`src/rtl/fft_ctrl_pkg.sv`:
```
// Shared constants, types and helpers for the FFT frame controller.
// Widths match the streaming FFT core sink/source buses.
package fft_ctrl_pkg;

  localparam int DW_IN       = 18;
  localparam int DW_OUT      = 29;
  localparam int AW          = 10;
  localparam int PTS_W       = 11;
  localparam int LOG2N_MIN   = 6;
  localparam int TIMEOUT_CYC = 4096;
  localparam int TMO_W       = 13;

  localparam int ERR_CORE  = 0;
  localparam int ERR_FRAME = 1;

  typedef enum logic [1:0] {
    IDLE,
    FEED,
    DRAIN,
    FIN
  } state_t;

  typedef struct packed {
    logic             sop;
    logic             eop;
    logic [DW_IN-1:0] re;
    logic [DW_IN-1:0] im;
  } smp_t;

  function automatic logic cfg_ok(
    input logic [3:0] log2n
  );
    return (log2n >= 4'(LOG2N_MIN)) &&
           (log2n <= 4'(AW));
  endfunction

endpackage

```
`src/rtl/fft_skid_buf.sv`:
```
// Two-entry skid buffer between the sample RAM and the core sink.
// slot0 is always the head; slot1 only holds data when two are queued.
module fft_skid_buf
  import fft_ctrl_pkg::*;
(
  input  logic       clk,
  input  logic       reset,
  input  logic       fill_valid,
  input  smp_t       fill_data,
  input  logic       head_ready,
  output logic       head_valid,
  output smp_t       head_data,
  output logic [1:0] count
);

  smp_t       slot0;
  smp_t       slot1;
  logic [1:0] cnt;
  logic       pop;

  assign head_valid = (cnt != 2'd0);
  assign head_data  = slot0;
  assign count      = cnt;
  assign pop        = head_valid & head_ready;

  // Push/pop bookkeeping; the head never moves while it is stalled.
  always_ff @(posedge clk) begin
    if (reset) begin
      cnt   <= '0;
      slot0 <= '0;
      slot1 <= '0;
    end else begin
      case ({fill_valid, pop})
        2'b10: begin
          if (cnt == 2'd0) slot0 <= fill_data;
          else             slot1 <= fill_data;
          cnt <= cnt + 2'd1;
        end
        2'b01: begin
          slot0 <= slot1;
          cnt   <= cnt - 2'd1;
        end
        2'b11: begin
          if (cnt == 2'd1) begin
            slot0 <= fill_data;
          end else begin
            slot0 <= slot1;
            slot1 <= fill_data;
          end
        end
        default: ;
      endcase
    end
  end

endmodule

```
`src/rtl/fft_frame_ctrl.sv`:
```
// Frame sequencer: feeds N RAM samples into the FFT core and
// captures the core output into the result RAM with status.
module fft_frame_ctrl
  import fft_ctrl_pkg::*;
(
  input  logic                  clk,
  input  logic                  reset,
  input  logic                  start,
  input  logic [3:0]            cfg_log2n,
  input  logic                  cfg_inverse,
  output logic                  busy,
  output logic                  done,
  output logic [1:0]            err,
  output logic [AW-1:0]         smp_rd_addr,
  input  logic [2*DW_IN-1:0]    smp_rd_data,
  output logic                  fft_sink_valid,
  input  logic                  fft_sink_ready,
  output logic                  fft_sink_sop,
  output logic                  fft_sink_eop,
  output logic [DW_IN-1:0]      fft_sink_real,
  output logic [DW_IN-1:0]      fft_sink_imag,
  output logic [1:0]            fft_sink_error,
  output logic [PTS_W-1:0]      fft_pts,
  output logic                  fft_inverse,
  input  logic                  fft_src_valid,
  output logic                  fft_src_ready,
  input  logic                  fft_src_sop,
  input  logic                  fft_src_eop,
  input  logic [DW_OUT-1:0]     fft_src_real,
  input  logic [DW_OUT-1:0]     fft_src_imag,
  input  logic [1:0]            fft_src_error,
  output logic                  res_wr_en,
  output logic [AW-1:0]         res_wr_addr,
  output logic [2*DW_OUT-1:0]   res_wr_data
);

  state_t           state;
  state_t           next;
  logic [PTS_W-1:0] pts;
  logic [PTS_W-1:0] pts_m1;
  logic [PTS_W-1:0] rd_cnt;
  logic [PTS_W-1:0] fl_idx;
  logic             inflight;
  logic [AW-1:0]    wr_cnt;
  logic             wr_done;
  logic [TMO_W-1:0] tmo;
  logic             bad_q;
  logic [1:0]       err_q;
  logic             inv_q;

  logic             in_feed;
  logic             in_live;
  logic             idle_go;
  logic             idle_bad;
  logic             rd_issue;
  logic             sink_beat;
  logic             src_beat;
  logic             wr_last;
  logic             frame_bad;
  logic             tmo_hit;

  logic             head_valid;
  smp_t             head_data;
  logic [1:0]       skid_cnt;
  smp_t             fill_data;

  assign in_feed  = (state == FEED);
  assign in_live  = (state == FEED) |
                    (state == DRAIN);
  assign idle_go  = (state == IDLE) & start &
                    cfg_ok(cfg_log2n);
  assign idle_bad = (state == IDLE) & start &
                    !cfg_ok(cfg_log2n);
  assign pts_m1   = pts - PTS_W'(1);

  assign rd_issue = in_feed & (rd_cnt < pts) &
                    ((skid_cnt + 2'(inflight)) < 2'd2);

  assign fill_data.sop = (fl_idx == '0);
  assign fill_data.eop = (fl_idx == pts_m1);
  assign fill_data.re  = smp_rd_data[2*DW_IN-1:DW_IN];
  assign fill_data.im  = smp_rd_data[DW_IN-1:0];

  fft_skid_buf u_skid (
    .clk        (clk),
    .reset      (reset),
    .fill_valid (inflight),
    .fill_data  (fill_data),
    .head_ready (fft_sink_ready & in_feed),
    .head_valid (head_valid),
    .head_data  (head_data),
    .count      (skid_cnt)
  );

  assign fft_sink_valid = head_valid & in_feed;
  assign sink_beat      = fft_sink_valid &
                          fft_sink_ready;
  assign fft_sink_sop   = fft_sink_valid &
                          head_data.sop;
  assign fft_sink_eop   = fft_sink_valid &
                          head_data.eop;
  assign fft_sink_real  = fft_sink_valid ?
                          head_data.re : '0;
  assign fft_sink_imag  = fft_sink_valid ?
                          head_data.im : '0;
  assign fft_sink_error = 2'b00;

  assign src_beat  = fft_src_valid & in_live;
  assign wr_last   = ({1'b0, wr_cnt} == pts_m1);
  assign frame_bad = src_beat &
                     ((fft_src_sop & (wr_cnt != '0)) |
                      (fft_src_eop & !wr_last) |
                      (!fft_src_sop & (wr_cnt == '0)));
  assign tmo_hit   = (state == DRAIN) & !src_beat &
                     (tmo == TMO_W'(TIMEOUT_CYC - 1));

  assign smp_rd_addr   = rd_cnt[AW-1:0];
  assign fft_src_ready = 1'b1;
  assign res_wr_en     = src_beat;
  assign res_wr_addr   = src_beat ? wr_cnt : '0;
  assign res_wr_data   = src_beat ?
                         {fft_src_real, fft_src_imag} : '0;

  assign busy        = in_live;
  assign done        = (state == FIN) | bad_q;
  assign err         = err_q;
  assign fft_pts     = pts;
  assign fft_inverse = inv_q;

  // State register.
  always_ff @(posedge clk) begin
    if (reset) state <= IDLE;
    else       state <= next;
  end

  // Next-state decode.
  always_comb begin
    next = state;
    unique case (state)
      IDLE:  if (idle_go) next = FEED;
      FEED:  if (sink_beat & head_data.eop)
               next = DRAIN;
      DRAIN: if ((src_beat & wr_last) | wr_done |
                 tmo_hit)
               next = FIN;
      FIN:   next = IDLE;
      default: next = IDLE;
    endcase
  end

  // Counters, frame config and sticky error flags.
  always_ff @(posedge clk) begin
    if (reset) begin
      pts      <= '0;
      inv_q    <= 1'b0;
      rd_cnt   <= '0;
      fl_idx   <= '0;
      inflight <= 1'b0;
      wr_cnt   <= '0;
      wr_done  <= 1'b0;
      tmo      <= '0;
      bad_q    <= 1'b0;
      err_q    <= 2'b00;
    end else begin
      inflight <= rd_issue;
      fl_idx   <= rd_cnt;
      bad_q    <= idle_bad;

      if (idle_go) begin
        pts     <= PTS_W'(1) << cfg_log2n;
        inv_q   <= cfg_inverse;
        rd_cnt  <= '0;
        wr_cnt  <= '0;
        wr_done <= 1'b0;
      end else begin
        if (rd_issue) rd_cnt <= rd_cnt + PTS_W'(1);
        if (src_beat) begin
          wr_cnt <= wr_last ? '0 : wr_cnt + AW'(1);
          if (wr_last) wr_done <= 1'b1;
        end
      end

      if ((state != DRAIN) | src_beat) tmo <= '0;
      else tmo <= tmo + TMO_W'(1);

      if (idle_go) begin
        err_q <= 2'b00;
      end else if (idle_bad) begin
        err_q <= 2'b10;
      end else begin
        if (src_beat & (fft_src_error != 2'b00))
          err_q[ERR_CORE] <= 1'b1;
        if (frame_bad | tmo_hit)
          err_q[ERR_FRAME] <= 1'b1;
      end
    end
  end

endmodule

```
`config.mk`:
```
export PLATFORM = sky130hd
export DESIGN_NAME = fft_frame_ctrl
export DESIGN_NICKNAME = d
export VERILOG_FILES = /design/src/rtl/fft_ctrl_pkg.sv /design/src/rtl/fft_skid_buf.sv /design/src/rtl/fft_frame_ctrl.sv
export SDC_FILE = /design/constraint.sdc
export NUM_CORES = 1
export LEC_CHECK = 0
export ABC_AREA = 1
export ABC_CLOCK_PERIOD_IN_PS = 2700
export BUFFER_PORTS_ARGS = -buffer_cell sky130_fd_sc_hd__buf_4
export CAP_MARGIN = 20
export CORE_UTILIZATION = 45
export DETAILED_ROUTE_END_ITERATION = 8
export PLACE_DENSITY = 0.71
export SLEW_MARGIN = 20
export SYNTH_ARGS = -nofsm -noshare
export SYNTH_HDL_FRONTEND = slang
export SYNTH_SLANG_ARGS = --single-unit
```
`constraint.sdc`:
```
create_clock -name clk -period 2.7 [get_ports clk]
set_input_delay 0.27 -clock clk [delete_from_list [all_inputs] [get_ports clk]]
set_output_delay 0.27 -clock clk [all_outputs]
set_load 0.1 [all_outputs]
```
# Word-level counts from Yosys, hierarchy flattened

Cells that the tools add are included.

Bits in registers: 142
Input port bits: 108
Output and inout bits: 137
Logic and storage cells: 121

$add $sub $neg: 7
Order comparisons: 4
Equal/unequal tests: 17
Shift-type cells: 1
Multiplexer cells: 19
Bitwise logic cells: 29
Reductions and logical operators: 23

Operator list:

| operator                                                                 | count |
|---|---|
| 38-bit 2-to-1 mux                                                        | 4 |
| 38-bit case mux with 3 select lines                                      | 1 |
| 38-bit case mux with 2 select lines                                      | 1 |
| 58-bit 2-to-1 mux                                                        | 1 |
| 18-bit 2-to-1 mux                                                        | 2 |
| 1-bit bitwise AND                                                        | 21 |
| 10-bit 2-to-1 mux                                                        | 2 |
| 13-bit by 1-bit adder with 13-bit output (second input constant)         | 1 |
| 13-bit by 12-bit equality test with 1-bit output (second input constant) | 1 |
| 11-bit by 1-bit adder with 11-bit output (second input constant)         | 1 |
| 10-bit by 11-bit equality test with 1-bit output                         | 1 |
| 11-bit equality test                                                     | 1 |
| 11-bit logical NOT                                                       | 1 |
| 11-bit < comparator                                                      | 1 |
| 1-bit by 4-bit << shifter with 11-bit output (first input constant)      | 1 |
| 11-bit by 1-bit subtractor with 11-bit output (second input constant)    | 1 |
| 10-bit by 1-bit adder with 10-bit output (second input constant)         | 1 |
| 10-bit logical NOT                                                       | 1 |
| 10-bit nonzero test                                                      | 1 |
| 2-bit nonzero test                                                       | 5 |
| 2-bit equality test (second input constant)                              | 4 |
| 2-bit 2-to-1 mux                                                         | 4 |
| 2-bit inequality test (second input constant)                            | 4 |
| 1-bit bitwise OR                                                         | 8 |
| other kinds (19)                                                         | 31 |

# Depth between registers and ports, before layout

Depth after elaboration: 10
Gate-level depth with buffers: 16
Depth with buffers taken out: 16

# Cells and area by module

A second synthesis with hierarchy kept.

Cell total of the unflattened synthesis: 1352
Area, all modules: 8649.5 um^2

Modules (own cells, without submodules):

| module         | times used | cells each | area an instance (um^2) | seq. area each (um^2) |
|---|---|---|---|---|
| fft_frame_ctrl | 1          | 737        | 4458.0                  | 1281.2 |
| fft_skid_buf   | 1          | 615        | 4191.5                  | 1561.5 |

# Worst setup path after synthesis

Ideal clock, no wire load.

Path type: register to output
From: reg u_skid.cnt[0] (netlist: u_skid.count[0])
To: out fft_sink_imag[0]
Arrival time: 3824 ps
Slack: -1394 ps
Cell stages (with the launch flop): 8
Cells stage by stage: dfxtp_1 inv_1 ha_1 nor2_1 inv_1 clkbuf_1 clkbuf_1 nor2_1

Longest elaborated chain between the ends: 3

RTL lines:

| element                | line                  | source |
|---|---|---|
| start, declared        | fft_skid_buf.sv:18    | `logic [1:0] cnt;` |
| start signal, assigned | fft_skid_buf.sv:37    | `cnt <= cnt + 2'd1;` |
| start signal, assigned | fft_skid_buf.sv:41    | `cnt <= cnt - 2'd1;` |
| 2-bit nonzero test     | fft_skid_buf.sv:21    | `assign head_valid = (cnt != 2'd0);` |
| 1-bit bitwise AND      | fft_frame_ctrl.sv:95  | `assign fft_sink_valid = head_valid & in_feed;` |
| via fft_sink_valid     | fft_frame_ctrl.sv:16  | `output logic fft_sink_valid,` |
| 18-bit 2-to-1 mux      | fft_frame_ctrl.sv:104 | `assign fft_sink_imag = fft_sink_valid ?` |
| end, declared          | fft_frame_ctrl.sv:21  | `output logic [DW_IN-1:0] fft_sink_imag,` |

The timed path passes the listed nets, and every way through them passes these cells.

# Final worst setup path

From: reg u_skid.cnt[0] (netlist: u_skid.count[0])
To: reg u_skid.slot0 (netlist bit u_skid.head_data[26])

Longest elaborated chain between the ends: 5
Elaborated cells between the ends (all ways): 12
Classes of those cells: 5 x eq/ne; 2 x mux; 1 x bitwise; 4 x reduce/logical

RTL lines:

| element                                                                                                 | line               | source |
|---|---|---|
| 2-bit nonzero test                                                                                      | fft_skid_buf.sv:21 |  |
| 1-bit bitwise AND                                                                                       | fft_skid_buf.sv:24 | `assign pop = head_valid & head_ready;` |
| 2-bit equality test or 2-bit by 1-bit equality test with 1-bit output (tied branches)                   | fft_skid_buf.sv:33 | `case ({fill_valid, pop})` |
| 2-bit by 1-bit inequality test with 1-bit output (no source line) or 3-bit nonzero test (tied branches) | -                  |  |
| 2-bit AND reduction (no source line)                                                                    | -                  |  |
| end signal, assigned                                                                                    | fft_skid_buf.sv:35 | `if (cnt == 2'd0) slot0 <= fill_data;` |
| end signal, assigned                                                                                    | fft_skid_buf.sv:40 | `slot0 <= slot1;` |
| end signal, assigned                                                                                    | fft_skid_buf.sv:45 | `slot0 <= fill_data;` |
| end, declared                                                                                           | fft_skid_buf.sv:16 | `smp_t slot0;` |

Several ways; a longest one is shown, not always the timed one.
A chain may end at the register's enable or synchronous reset.

==> impl_metrics.ini <==
[logic_synthesis]
netlist-cell-type-count = 41
instance_count_of_the_mapped_netlist = 1120
synth.avg_cell_area_um2 = 6.79
yosys_warnings = 0
part_of_the_yosys_area_used_for_sequential_elements = 0.374
post_synth_instance_area_mm2 = 0.00760
postSynthRegisterBits = 142

[die]
die_height_um = 132
initial_core_util = 0.460
dieWidth_um = 132
std_cell_rows = 47
ioPinCount = 245
floorplan.die_area_mm2 = 0.0174
coreArea_mm2 = 0.0165

[sta]
hold_violations = 0
fin_ws_ns = 0.277
worst_pin_slew_ns = 0.563
relSlewSlack = 0.625
final.min_clock_period_ns = 2.42
setup_total_negative_slack_ns = 0
finalCritPeriodShare = 0.897
setup_viol = 0
clock.fmax_mhz = 413
maxSlewViolCount = 0
timing.clock.skew_ns = 0.00894
grt_setup_unrepaired = no

[clocking]
clk_path_buf_depth = 2
cts-buffers-inserted = 17
cts_max_level = 4
tritoncts_clock_tree = built
clkSinkCount = 142
worst_setup_hold_path_clk_slew_ns = 0.06
clock_insertion_delay_worst_skew_ns = 0.43
root_buffer = sky130_fd_sc_hd__clkbuf_16

[drt]
detail_route.iter0.violations = 498
wirelength_um = 20800
via_count = 7703
wire_per_inst_um = 13.2
route.antenna.remaining_nets = 0
drt_drc_violations_left = 0
firstDrtPassIters = 6
routed_via_density = 4.89

[finish]
final_core_utilization = 0.646
nets = 1474
antenna_cells_inserted = 0
drive_above_1_share = 0.331
stdcell_area_mm2 = 0.0107
syn_to_final_growth_pct = 40.4

[place]
gp_congestion = 0.873
dpl.hpwl_um = 15200
pre_cts_ws_ns = 0.263
place_area_mm2 = 0.0101
buffer_ports.inserted = 241

[power_and_ir_drop]
power.share.sequential = 0.285
irDropWorstVdd_uv = 474
power.density_cell_area_mw_per_mm2 = 772
leakage_power_figure_nw = 4.65
net-switching-power_mw = 3.79
combPwrFrac = 0.441
clock_power_share = 0.273
switching_power_as_a_share_of_total_power = 0.460
fin_total_pwr_mw = 8.24
intPower_mw = 4.45

[global_routing]
globalRouteTotalUtil = 0.244
grt_pass1_vias = 7239
grt_first_pass_wirelength_um = 34500
pin_count_of_the_biggest_net_entering_global_routing = 55
globalRoute.totalOverflow = 0
antenna_found_initial = 0

[worst_setup_path]
worstSetupStartpointType = flip-flop
cp-end-kind = flip-flop
worst-endpoint-arrival_ns = 2.70
worst_ep_required_time_ns = 2.98
critical_path_class = reg -> reg
worst-path-max-fanout = 24

[job]
max_cap_viol_count = 0

[run_status]
outcome = finished clean

[hold_path]
worstHoldPathType = in -> reg
## flip-flops by register name (all words and copies together) (netlist names)
name              flops
bad_q                 1
fl_idx               11
inflight              1
err                   2
wr_done               1
wr_cnt               10
state                 2
fft_inverse           1
tmo                  13
fft_pts              11
u_skid.head_data     38
u_skid.count          2
rd_cnt               11
u_skid.slot1         38
## metal layers
metal  global-route usage  vias to the layer above  wire, um
met5                    0                        -         0
met4               0.0924                        0       433
met3               0.0473                       31      1080
met2                0.430                      212     10400
met1                0.291                     3499      8910
li1                     -                     3961         -
## repair_timing
item	in CTS	in global routing
buffers inserted	0	0
endpoints found under the setup margin	0	9
gates resized for setup	0	2
hold buffers	0	0
## metrics by stage
step	std cells	hold WS (ns)
floorplan	1121	0.405
global placement	1543	0.439
detailed placement	1543	0.442
CTS	1574	0.0713
global route	1574	0.0964
finish	1574	0.0804
## synthesized netlist by cell type, drive strengths merged
cell type | count | share of area
clkbuf | 35 | 0.017
o21ai | 56 | 0.037
o22ai | 3 | 0.0025
nor4 | 6 | 0.0058
ha | 24 | 0.039
conb | 2 | 0.00099
o21a | 2 | 0.0020
o211ai | 2 | 0.0020
nand3 | 44 | 0.032
a21oi | 72 | 0.047
xor2 | 17 | 0.020
nand4 | 10 | 0.0082
and3 | 1 | 0.00082
a211oi | 71 | 0.070
nor2 | 236 | 0.12
inv | 221 | 0.11
dfxtp | 142 | 0.37
nand2b | 1 | 0.00082
xnor2 | 1 | 0.0012
buf | 23 | 0.019
a31oi | 3 | 0.0025
nand2 | 123 | 0.065
o21bai | 1 | 0.00099
nor3b | 1 | 0.0016
nor3 | 15 | 0.011
and2 | 1 | 0.0012
a221oi | 1 | 0.0012
or2 | 5 | 0.0041
clkinv | 1 | 0.00049
## final cells by class
class | count | area (um2)
fill | 1476 | 5850
multi-input combinational | 699 | 4170
sequential | 142 | 2840
timing repair buffer | 260 | 1980
inverter | 222 | 835
clock buffer | 23 | 488
tap | 220 | 275
clock inverter | 8 | 81.3
## cell families after synthesis
family	after synthesis	synth area share
AO/OA/AOI/OAI	211	0.166
XOR/XNOR	18	0.0207
adder cells (fa/ha/maj)	24	0.0395
buffers and inverters	280	0.146
flip-flops	142	0.374
other	2	0.000988
AND/OR/NAND/NOR	443	0.253
## worst max-delay path: stages (launching register included)
cell and delay, ns:
sky130_fd_sc_hd__dfxtp_1 0.39, sky130_fd_sc_hd__inv_1 0.09, sky130_fd_sc_hd__ha_1 0.24, sky130_fd_sc_hd__nor2_4 0.11, sky130_fd_sc_hd__nand2_1 0.08, sky130_fd_sc_hd__inv_1 0.16
sky130_fd_sc_hd__ha_1 0.28, sky130_fd_sc_hd__nor2_1 0.07, sky130_fd_sc_hd__nor2_1 0.17, sky130_fd_sc_hd__clkinv_2 0.08, sky130_fd_sc_hd__buf_4 0.23, sky130_fd_sc_hd__a211oi_1 0.29
sky130_fd_sc_hd__a211oi_1 0.08
## power groups by stage
stage | Clock (mW) | Sequential (mW) | Combinational, mW
final | 2.25 | 2.35 | 3.64
after global routing | 2.38 | 2.37 | 3.83
after CTS | 2.28 | 2.35 | 3.66
after detailed placement | 0 | 2.40 | 3.65
after global placement | 0 | 2.39 | 3.62
after floorplan | 0 | 2.48 | 2.78
## path summary, 6_finish.rpt
kind | startpoint | to | slack [ns] | cells past startpoint
worst min register to register | u_skid.slot1[2] | u_skid.slot1[2] | 0.45 | 2
worst max-delay path | u_skid.count[0] | u_skid.head_data[26] | 0.28 | 12
worst min-delay path | cfg_inverse | fft_inverse | 0.08 | 3
worst max register to register | u_skid.count[0] | u_skid.head_data[26] | 0.28 | 12
## layout by cell type, fill, tap and decap left out, types with 14 or more instances in the layout
master / instances
sky130_fd_sc_hd__a211oi_1: 71
sky130_fd_sc_hd__a21oi_1: 71
sky130_fd_sc_hd__buf_4: 257
sky130_fd_sc_hd__clkbuf_16: 17
sky130_fd_sc_hd__dfxtp_1: 141
sky130_fd_sc_hd__ha_1: 22
sky130_fd_sc_hd__inv_1: 212
sky130_fd_sc_hd__nand2_1: 112
sky130_fd_sc_hd__nand3_1: 39
sky130_fd_sc_hd__nor2_1: 116
sky130_fd_sc_hd__nor2_2: 73
sky130_fd_sc_hd__nor2_4: 47
sky130_fd_sc_hd__nor3_1: 14
sky130_fd_sc_hd__o21ai_0: 54
sky130_fd_sc_hd__xor2_1: 17
Note: power is estimated with default switching activity, not from simulation.
